--- src/rtl/mem_lsu.sv ---
// Load/store unit for the EX/MEM stage: one entry in flight, 4-state FSM (IDLE/REQ/WAIT/RESP).
// Latency: 1 cycle non-mem/exception, 2+g store, 3+g+r load; o_ready only in IDLE, REQ holds until grant.
module mem_lsu #(
    parameter int TIMEOUT = 16
) (
    input  logic        i_clk,
    input  logic        i_reset,
    input  logic        i_valid,
    output logic        o_ready,
    input  logic [31:0] i_alu_data,
    input  logic [31:0] i_st_data,
    input  logic        i_lsu_rden,
    input  logic        i_lsu_wren,
    input  logic [2:0]  i_funct3,
    input  logic [4:0]  i_rd_addr,
    input  logic        i_flush,
    output logic        o_mem_req,
    output logic        o_mem_we,
    output logic [29:0] o_mem_addr,
    output logic [31:0] o_mem_wdata,
    output logic [3:0]  o_mem_bmask,
    input  logic        i_mem_gnt,
    input  logic        i_mem_rvalid,
    input  logic [31:0] i_mem_rdata,
    output logic        o_wb_valid,
    output logic [31:0] o_wb_data,
    output logic [4:0]  o_wb_rd,
    output logic [1:0]  o_exc
);
    typedef enum logic [1:0] {IDLE, REQ, WAIT, RESP} state_t;
    localparam int CW = $clog2(TIMEOUT + 1);

    state_t        state_q, state_d;
    logic [31:0]   addr_q, addr_d;
    logic [2:0]    f3_q, f3_d;
    logic [4:0]    rd_q, rd_d;
    logic          st_op_q, st_op_d;
    logic [31:0]   wdata_q, wdata_d;
    logic [3:0]    bmask_q, bmask_d;
    logic [31:0]   wb_data_q, wb_data_d;
    logic [1:0]    exc_q, exc_d;
    logic          drop_q, drop_d;
    logic [CW-1:0] cnt_q, cnt_d;

    logic        is_mem, f3_ok, misal;
    logic [31:0] st_lanes, rd_shift, ld_data;
    logic [3:0]  st_mask;

    // Both enables set decodes as a store.
    assign is_mem = i_lsu_rden | i_lsu_wren;
    assign f3_ok  = i_lsu_wren ? (i_funct3 inside {3'b000, 3'b001, 3'b010})
                               : (i_funct3 inside {3'b000, 3'b001, 3'b010, 3'b100, 3'b101});
    assign misal  = ((i_funct3[1:0] == 2'b01) && i_alu_data[0]) ||
                    ((i_funct3[1:0] == 2'b10) && (i_alu_data[1:0] != 2'b00));

    always_comb begin
        st_lanes = i_st_data;
        st_mask  = 4'b1111;
        case (i_funct3[1:0])
            2'b00: begin
                st_lanes = {4{i_st_data[7:0]}};
                st_mask  = 4'b0001 << i_alu_data[1:0];
            end
            2'b01: begin
                st_lanes = {2{i_st_data[15:0]}};
                st_mask  = 4'b0011 << i_alu_data[1:0];
            end
            default: ;
        endcase
    end

    assign rd_shift = i_mem_rdata >> {addr_q[1:0], 3'b000};
    always_comb begin
        ld_data = rd_shift;
        case (f3_q)
            3'b000:  ld_data = {{24{rd_shift[7]}}, rd_shift[7:0]};
            3'b001:  ld_data = {{16{rd_shift[15]}}, rd_shift[15:0]};
            3'b100:  ld_data = {24'd0, rd_shift[7:0]};
            3'b101:  ld_data = {16'd0, rd_shift[15:0]};
            default: ld_data = rd_shift;
        endcase
    end

    always_comb begin
        state_d   = state_q;
        addr_d    = addr_q;
        f3_d      = f3_q;
        rd_d      = rd_q;
        st_op_d   = st_op_q;
        wdata_d   = wdata_q;
        bmask_d   = bmask_q;
        wb_data_d = wb_data_q;
        exc_d     = exc_q;
        drop_d    = drop_q;
        cnt_d     = cnt_q;
        case (state_q)
            IDLE: begin
                cnt_d  = '0;
                drop_d = 1'b0;
                if (i_valid && !i_flush) begin
                    addr_d    = i_alu_data;
                    f3_d      = i_funct3;
                    rd_d      = i_rd_addr;
                    st_op_d   = i_lsu_wren;
                    wdata_d   = st_lanes;
                    bmask_d   = st_mask;
                    wb_data_d = '0;
                    exc_d     = 2'b00;
                    if (!is_mem) begin
                        wb_data_d = i_alu_data;
                        state_d   = RESP;
                    end else if (!f3_ok) begin
                        exc_d   = 2'b11;
                        state_d = RESP;
                    end else if (misal) begin
                        exc_d   = 2'b01;
                        state_d = RESP;
                    end else begin
                        state_d = REQ;
                    end
                end
            end
            REQ: begin
                // A grant coinciding with flush still commits the access.
                if (i_mem_gnt) begin
                    cnt_d = '0;
                    if (st_op_q) begin
                        state_d = i_flush ? IDLE : RESP;
                    end else begin
                        state_d = WAIT;
                        drop_d  = i_flush;
                    end
                end else if (i_flush) begin
                    state_d = IDLE;
                end
            end
            WAIT: begin
                if (i_flush) drop_d = 1'b1;
                if (i_mem_rvalid) begin
                    wb_data_d = ld_data;
                    state_d   = (drop_q || i_flush) ? IDLE : RESP;
                end else if (cnt_q == CW'(TIMEOUT - 1)) begin
                    wb_data_d = '0;
                    exc_d     = 2'b10;
                    state_d   = (drop_q || i_flush) ? IDLE : RESP;
                end else begin
                    cnt_d = cnt_q + 1'b1;
                end
            end
            RESP: state_d = IDLE;
            default: state_d = IDLE;
        endcase
    end

    always_ff @(posedge i_clk or negedge i_reset) begin
        if (!i_reset) begin
            state_q   <= IDLE;
            addr_q    <= '0;
            f3_q      <= '0;
            rd_q      <= '0;
            st_op_q   <= 1'b0;
            wdata_q   <= '0;
            bmask_q   <= '0;
            wb_data_q <= '0;
            exc_q     <= '0;
            drop_q    <= 1'b0;
            cnt_q     <= '0;
        end else begin
            state_q   <= state_d;
            addr_q    <= addr_d;
            f3_q      <= f3_d;
            rd_q      <= rd_d;
            st_op_q   <= st_op_d;
            wdata_q   <= wdata_d;
            bmask_q   <= bmask_d;
            wb_data_q <= wb_data_d;
            exc_q     <= exc_d;
            drop_q    <= drop_d;
            cnt_q     <= cnt_d;
        end
    end

    assign o_ready     = (state_q == IDLE);
    assign o_mem_req   = (state_q == REQ);
    assign o_mem_we    = (state_q == REQ) && st_op_q;
    assign o_mem_addr  = addr_q[31:2];
    assign o_mem_wdata = wdata_q;
    assign o_mem_bmask = bmask_q;
    assign o_wb_valid  = (state_q == RESP) && !i_flush;
    assign o_wb_data   = wb_data_q;
    assign o_wb_rd     = rd_q;
    assign o_exc       = exc_q;
endmodule

--- config.mk ---
export PLATFORM = sky130hd
export DESIGN_NAME = mem_lsu
export DESIGN_NICKNAME = d
export VERILOG_FILES = /design/src/rtl/mem_lsu.sv
export SDC_FILE = /design/constraint.sdc
export NUM_CORES = 1
export LEC_CHECK = 0
export ABC_AREA = 1
export CAP_MARGIN = 30
export CORE_MARGIN = 3
export CORE_UTILIZATION = 46
export DETAILED_ROUTE_END_ITERATION = 10
export PLACE_DENSITY = 0.81
export SYNTH_ARGS = -nofsm -noshare
export SYNTH_HDL_FRONTEND = slang
export SYNTH_SLANG_ARGS = --single-unit
--- constraint.sdc ---
create_clock -name i_clk -period 2.2 [get_ports i_clk]
set_input_delay 0.55 -clock i_clk [delete_from_list [all_inputs] [get_ports i_clk]]
set_output_delay 0.55 -clock i_clk [all_outputs]
set_load 0.05 [all_outputs]
# Word level (Yosys, flattened, before mapping)
# Index checks and enable logic that the tools add are counted.
# classes
shifts	3
bitwise	1
n_eq_ne	22
reduce_logical	23
n_mux	36
add_sub_neg	1
# ops
operator	count
$mux 32	4
$pmux 32 s2	2
$pmux 32 s4	1
$mux 2	16
$shr 32x5->32	1
$mux 5	3
$pmux 5 s3	1
$eq 3x3->1 const B	4
$reduce_and 4->1	3
$ne 2x2->1 const B	5
$pmux 2 s4	1
$pmux 4 s2	1
$eq 2x2->1 const B	3
$eq 3x1->1 const B	2
$logic_not 3->1	2
$reduce_and 3->1	2
$reduce_bool 3->1	2
$add 5x1->5 const B	1
$eq 5x4->1 const B	1
$logic_and 1x1->1	5
$mux 1	5
$reduce_bool 5->1	1
$eq 2x1->1 const B	2
$logic_not 2->1	2
13 further kinds	16
# totals
input_bits	112
wordCells	97
reg_bits	119
output_inout_bits	109

# Logic depth before layout (Yosys ltp)
# Gate-level depths: netlist of run 1.
# logic_depth
depth_word	8
ltp_mapped	13
depth_no_buf	12

# Worst setup path after synthesis of run 1
# No wires, ideal clock.
# synth_timing
path_type	register to output
from	register state_q[1]
to	output port o_mem_we
path_slack_ns	0.190
t_required_ns	1.650
path_stages_with_launch	5
arrival_time_ns	1.460
cell_sequence	dfrtp_1 inv_1 ha_1 nand2_1 inv_1
# synth_via
elab_chain_cells	2
# synth_rtl
element	line	rtl
from (decl)	33	state_t state_q, state_d;
from (signal assigned)	169	state_q <= state_d;
$eq 2x1->1	-	
net o_mem_req	17	output logic o_mem_req,
$logic_and 1x1->1	185	assign o_mem_we = (state_q == REQ) && st_op_q;
to (decl)	18	output logic o_mem_we,
# The timed path passes the listed nets, and every way through them passes these cells.

# Worst setup path after layout of run 1
# layout_timing
from	register wb_data_q[1], in the netlist o_wb_data[1]
to	output port o_wb_data[1]
# layout_rtl
element	line	rtl
from (decl)	40	logic [31:0] wb_data_q, wb_data_d;
from (signal assigned)	176	wb_data_q <= wb_data_d;
to (decl)	26	output logic [31:0] o_wb_data,
# No word-level cell between the ends.

==> results.py, run 1 <==
metrics = {
    "cts": {
        "clk_transition_reported_paths_ns": 0.06,
        "ctsHoldBuffers": 0,
        "cts_root_buffer": "clkbuf_16",
        "cts_inserted_buffers": 17,
        "maximum_buffer_depth_of_the_clock_tree": 2,
        "post-cts-setup-buffers": 0,
        "h-tree-depth": 4,
        "clk-insertion-delay-late_ns": 0.41,
        "clock_sinks": 119,
        "tritoncts_clock_tree": "yes",
    },
    "timing": {
        "timing.final.crit_period_ns": 2.16,
        "finalCritPeriodShare_pct": 98.3,
        "final.setup_skew_ns": 0.00370,
        "setup_viol_count_final": 0,
        "max_freq_mhz": 463,
        "max_slew_margin_pct": 62.8,
        "worst-slew-pin-transition_ns": 0.558,
        "setup-tns-final_ns": 0,
        "finalMaxSlewViolations": 0,
        "timing.final.hold_violations": 0,
        "setup_ws_ns": 0.0384,
        "unrepaired_setup_endpoints_after_global_routing": "no",
    },
    "final_layout": {
        "multi_input_comb_area_um2": 2680,
        "fraction_of_final_layout_cells_sized_beyond_drive_strength_1_pct": 7.89,
        "nNetsFinal": 1131,
        "fin_util_pct": 69.0,
        "syn_to_final_growth_pct": 45.8,
        "antenna_cells": 0,
        "final-seq-area_um2": 2980,
        "fill_cells": 1092,
    },
    "setup_path": {
        "crit_path_cell_trace": "clkdlybuf4s50_1",
        "critical_path.slowest_cell": "clkdlybuf4s50_1",
        "r2r_slack_ns": 0.18,
        "launching_element_type_of_the_critical_path": "register",
        "worstSetupEndpointType": "output pin",
        "crit_family": "buffers and inverters",
        "largest_incremental_delay_on_the_critical_path_ns": 0.84,
        "critPathRequiredTime_ns": 1.65,
        "cp_max_fo": 2,
        "path_buf_inv": 1,
        "rr_worst_depth": 12,
        "timing.setup.critical_path_class": "register to output pin",
        "rr_endpoint": "o_wb_data[18]",
        "timing.critical_path.arrival_ns": 1.61,
        "startpoint_of_the_worst_register_to_register_path": "cnt_q[0]",
    },
    "floorplan": {
        "core-area_um2": 13300,
        "fp.dieH_um": 123,
        "top_level_ports": 221,
        "fp.dieW_um": 123,
        "initial_utilization_pct": 47.3,
        "num_rows": 42,
        "die-area_um2": 15200,
    },
    "global_route": {
        "grt-ovfl-total": 0,
        "grt_first_pass_wirelength_um": 30000,
        "grt_start_max_net_pins": 56,
        "grt_antenna_before_repair": 1,
        "number_of_global_route_vias_before_repair": 5886,
        "global_route.usage.total_pct": 25.5,
    },
    "drt": {
        "routed_wire_length_per_instance_um": 15.9,
        "via_per_inst": 5.10,
        "route.final.wire_length_um": 19100,
        "antenna_violating_nets_post_route": 0,
        "drt_iter0_markers": 383,
        "vias": 6127,
        "drt_pass1_iterations": 5,
        "post-route-drc-count": 0,
    },
    "placement": {
        "dpl_worst_slack_ns": 0.0561,
        "number_of_port_buffers": 220,
        "finalWeightedCongestion": 0.923,
        "dp_hpwl_um": 14000,
    },
    "logic_synthesis": {
        "postSynthRegisterBits": 119,
        "yosysUniqueCellTypes": 33,
        "avg_cell_area_syn_um2": 7.64,
        "yosysSeqAreaShare_pct": 47.1,
        "netlist_instances": 827,
        "mappedNetlistNets": 945,
        "yosysWarningCount": 0,
        "syn-cell-area_um2": 6320,
    },
    "pwr": {
        "static-leakage-power_nw": 4.35,
        "vdd.ir_drop.worst_v": 0.000982,
        "power-per-cell-area_nw_per_um2": 1760,
        "total_power_mw": 16.2,
    },
    "run_status": {
        "outcome": "completed",
    },
    "hold_path": {
        "hold_class": "primary input to async pin",
    },
    "job": {
        "timing.max_cap.violations": 0,
    },
}
## worst max-delay path by stage
stage / slack (ns) / cells after the start / end / from
after floorplan: 0.19 / 4 / o_mem_we / state_q[1]
after global placement: 0.15 / 7 / o_mem_wdata[11] / i_funct3[1]
after detailed placement: 0.06 / 7 / o_mem_wdata[27] / i_funct3[1]
after CTS: 0.02 / 1 / o_mem_bmask[0] / o_mem_bmask[0]
after global routing: 0.0006 / 1 / o_mem_wdata[29] / o_mem_wdata[29]
final: 0.04 / 1 / o_wb_data[1] / o_wb_data[1]
## power by group
part / switching [mW] / internal, mW
registers: 0.692 / 3.24
logic: 6.15 / 3.01
clock network: 1.00 / 2.09
## stage by stage
step | cells | hold slack (ns) | area, um2
2_1_floorplan | 827 | 0.254 | 6320
3_3_place_gp | 1170 | 0.461 | 8530
3_5_place_dp | 1170 | 0.464 | 8530
4_1_cts | 1202 | 0.0986 | 9190
5_1_grt | 1202 | 0.114 | 9210
6_report | 1202 | 0.101 | 9210
## metal layers
metal	wire, um	vias to the layer above	global-route usage [%]	part of all wire (%)
met2	9370	262	43.5	49
met5	14	-	0	0.073
met4	346	2	8.10	1.8
met1	7610	2817	30.8	40
met3	1730	38	7.96	9.1
li1	-	3008	-	-
## repair_timing
item | in CTS | in global routing
pin swaps | 0 | 0
hold endpoints to repair | 0 | 0
resized for setup | 1 | 7
setup endpoints to repair | 1 | 7
## cell families after synthesis
family	Yosys count	share of synthesized area [%]
and+or+nand+nor	399	25.7
AOI/OAI and AO/OA	181	15.2
buffers and inverters	120	10.5
DFF	119	47.1
adders and majority gates	6	1.19
xor gates and xnor gates	1	0.139
muxes	1	0.158
## cell usage in the layout (no fill, tap or decap), types with 10 or more instances in the layout
master	instances
a21oi_1	105
buf_12	10
buf_4	16
clkbuf_16	17
clkdlybuf4s50_1	207
dfrtp_1	119
inv_1	42
nand2_1	291
nand3_1	28
nor2_1	62
o211ai_1	10
o21ai_0	57
## sequential cells by signal, summed over array words and instances (netlist names)
| register | count |
|---|---|
| addr_q | 32 |
| o_exc | 2 |
| drop_q | 1 |
| o_wb_data | 32 |
| st_op_q | 1 |
| f3_q | 3 |
| o_mem_bmask | 4 |
| state_q | 2 |
| o_mem_wdata | 32 |
| o_wb_rd | 5 |
| cnt_q | 5 |
## cell usage after synthesis
cell type / n / share of area, %
buf_4: 32 / 3.8
buf_2: 20 / 1.6
nand2_4: 2 / 0.36
o22ai_1: 1 / 0.099
a21oi_1: 105 / 8.3
nor2_4: 1 / 0.18
mux2i_1: 1 / 0.16
dfrtp_1: 119 / 47
inv_6: 1 / 0.14
o21ai_0: 57 / 4.5
ha_1: 6 / 1.2
buf_6: 8 / 1.4
o211ai_1: 10 / 1.2
inv_1: 42 / 2.5
nand3_4: 2 / 0.55
nor2_1: 62 / 3.7
nor3_1: 4 / 0.32
clkbuf_1: 11 / 0.65
nand2_1: 291 / 17
nand3_1: 28 / 2.2
inv_4: 2 / 0.20
o21ai_2: 1 / 0.14
nor2_2: 5 / 0.50
xor2_1: 1 / 0.14
inv_2: 2 / 0.12
a31oi_1: 1 / 0.099
nand3_2: 3 / 0.48
buf_1: 2 / 0.12
a211oi_1: 1 / 0.12
a21oi_2: 3 / 0.42
a2bb2oi_1: 1 / 0.14
or2_1: 1 / 0.099
o311ai_0: 1 / 0.14
## cell type report
type | count | share of cell area [%]
flip-flops and latches | 119 | 32.3
clock inverters | 12 | 2.15
clock buffers | 20 | 5.07
multi-input cells | 588 | 29.1
well taps | 176 | 2.39
repair buffers | 240 | 26.9
inverters | 47 | 2.02
Power figures use the tool's default switching activity.
==> inputs of run 2 (changes only) <==
--- a/config.mk
+++ b/config.mk
@@ -9,6 +9,7 @@
 export CAP_MARGIN = 30
 export CORE_MARGIN = 3
 export CORE_UTILIZATION = 46
+export CTS_CLUSTER_SIZE = 12
 export DETAILED_ROUTE_END_ITERATION = 10
 export PLACE_DENSITY = 0.81
 export SYNTH_ARGS = -nofsm -noshare
==> results of run 2 <==
Same layout as run 1: the final DEF is identical, and so are final timing and power.
==> inputs of run 3 (changes only) <==
--- a/config.mk
+++ b/config.mk
@@ -7,7 +7,6 @@
 export LEC_CHECK = 0
 export ABC_AREA = 1
 export CAP_MARGIN = 30
-export CORE_MARGIN = 3
 export CORE_UTILIZATION = 46
 export CTS_CLUSTER_SIZE = 12
 export DETAILED_ROUTE_END_ITERATION = 10
==> constraint.sdc (replaced) <==
create_clock -name i_clk -period 2.1 [get_ports i_clk]
set_input_delay 0.525 -clock i_clk [delete_from_list [all_inputs] [get_ports i_clk]]
set_output_delay 0.525 -clock i_clk [all_outputs]
set_load 0.05 [all_outputs]
==> results.py, run 3 (synthesis gave the netlist of run 1 again) <==
metrics = {
    "global_route": {
        "grt_antenna_before_repair": 0,
        "grt_start_max_net_pins": 72,
        "grt_first_pass_wirelength_um": 30400,
        "number_of_global_route_vias_before_repair": 6011,
        "global_route.usage.total_pct": 27.5,
        "grt-ovfl-total": 0,
        "met2_usage_pct": 44.2,
        "grt_busiest_layer": "met2",
        "grt_util_met1_pct": 34.4,
        "grt_util_met3_pct": 7.90,
    },
    "cts": {
        "cts_inserted_buffers": 17,
        "cts_root_buffer": "clkbuf_16",
        "clk-insertion-delay-late_ns": 0.42,
        "post-cts-setup-buffers": 0,
        "ctsHoldBuffers": 0,
        "clock_sinks": 119,
        "maximum_buffer_depth_of_the_clock_tree": 2,
        "post_cts_resize_count": 78,
        "tritoncts_clock_tree": "yes",
        "clk_transition_reported_paths_ns": 0.06,
        "h-tree-depth": 4,
    },
    "final_layout": {
        "fin_util_pct": 68.4,
        "most-common-layout-cells": "nand2_1, dfrtp_1, clkdlybuf4s50_1, a21oi_1, dlygate4sd2_1",
        "antenna_cells": 0,
        "fraction_of_final_layout_cells_sized_beyond_drive_strength_1_pct": 9.21,
        "final_cells": 1207,
        "layout.cells.most_common": "nand2_1",
        "syn_to_final_growth_pct": 43.9,
        "nNetsFinal": 1136,
    },
    "placement": {
        "finalWeightedCongestion": 0.897,
        "dpl_worst_slack_ns": 0.0292,
        "number_of_port_buffers": 220,
        "numPlacedInstances": 1175,
        "dp_hpwl_um": 13800,
    },
    "pwr": {
        "power-per-cell-area_nw_per_um2": 1770,
        "static-leakage-power_nw": 4.67,
        "vdd.ir_drop.worst_v": 0.00107,
    },
    "floorplan": {
        "die-area_um2": 14200,
        "fp.dieW_um": 119,
        "initial_utilization_pct": 47.5,
        "core-area_um2": 13300,
        "fp.dieH_um": 119,
        "num_rows": 42,
        "top_level_ports": 221,
    },
    "timing": {
        "finalMaxSlewViolations": 0,
        "timing.final.crit_period_ns": 2.03,
        "max_slew_margin_pct": 58.7,
        "final.setup_skew_ns": 0.00909,
        "finalCritPeriodShare_pct": 96.7,
        "setup_viol_count_final": 0,
        "worst-slew-pin-transition_ns": 0.619,
        "timing.final.hold_violations": 0,
        "max_freq_mhz": 492,
        "setup_ws_ns": 0.0684,
        "setup-tns-final_ns": 0,
        "hold-worst-slack_ns": 0.128,
        "unrepaired_setup_endpoints_after_global_routing": "no",
    },
    "drt": {
        "drt_iter0_markers": 384,
        "drt_pass1_iterations": 5,
        "via_per_inst": 5.14,
        "routed_wire_length_per_instance_um": 15.8,
        "vias": 6198,
        "post-route-drc-count": 0,
        "antenna_violating_nets_post_route": 0,
        "route.final.wire_length_um": 19000,
    },
    "setup_path": {
        "timing.setup.critical_path_class": "register to output pin",
        "launching_element_type_of_the_critical_path": "register",
        "cp_max_fo": 4,
        "worstSetupEndpointType": "output pin",
        "critPathRequiredTime_ns": 1.57,
        "timing.critical_path.arrival_ns": 1.51,
    },
    "run_status": {
        "outcome": "completed",
    },
    "hold_path": {
        "hold_class": "primary input to async pin",
    },
    "job": {
        "timing.max_cap.violations": 0,
    },
}
==> run 3: cell count changes in the layout (fill, tap and decap cells not counted), sizes merged <==
cell | before | now
buf | 26 | 41
bufinv | 5 | 2
clkbuf | 20 | 22
clkdlybuf4s50 | 207 | 110
clkinv | 2 | 7
clkinvlp | 5 | 1
dlygate4sd2 | 1 | 77
dlymetal6s2s | 6 | 17
==> run 3: area by class of cell <==
type,instances,area (um2)
fill,1156,4200
sequential,119,2980
multi-input combinational,588,2700
timing repair buffer,245,2450
clock buffer,22,464
tap,176,220
inverter,47,186
clock inverter,10,103
==> run 3: layer usage <==
metal  vias up  share of wire (%)
met2       272                 48
met3        38                8.2
met4         0                2.6
met5         -                  0
li1       3018                  -
met1      2870                 41
==> run 3: stage by stage <==
stage / total power, mW / cell area [um2]
after CTS: 16.1 / 9040
after global routing: 17.0 / 9090
after floorplan: 11.0 / 6320
after global placement: 13.6 / 8570
final: 16.1 / 9090
after detailed placement: 13.8 / 8570
==> run 3: path summary, 6_finish.rpt <==
kind	startpoint	to	slack, ns	cells after the start
setup reg to reg	state_q[0]	o_wb_data[10]	0.18	8
min in group i_clk	o_wb_rd[1]	o_wb_rd[1]	0.47	2
hold / removal	i_reset	addr_q[27]	0.13	2
max in group asynchronous	i_reset	o_wb_data[13]	1.43	2
setup / recovery	state_q[0]	o_ready	0.07	4
hold reg to reg	o_wb_rd[1]	o_wb_rd[1]	0.47	2
==> run 3: report_power, final <==
part           switching (mW)  internal, mW
registers               0.652          3.39
clock network            1.03          1.79
logic                    6.54          2.70
total                    8.22          7.89
==> run 3: critical path, stage by stage, from the launching register on <==
cell	delay [ns]
dfrtp_1	0.42
inv_1	0.12
ha_2	0.24
buf_4	0.16
buf_12	0.14
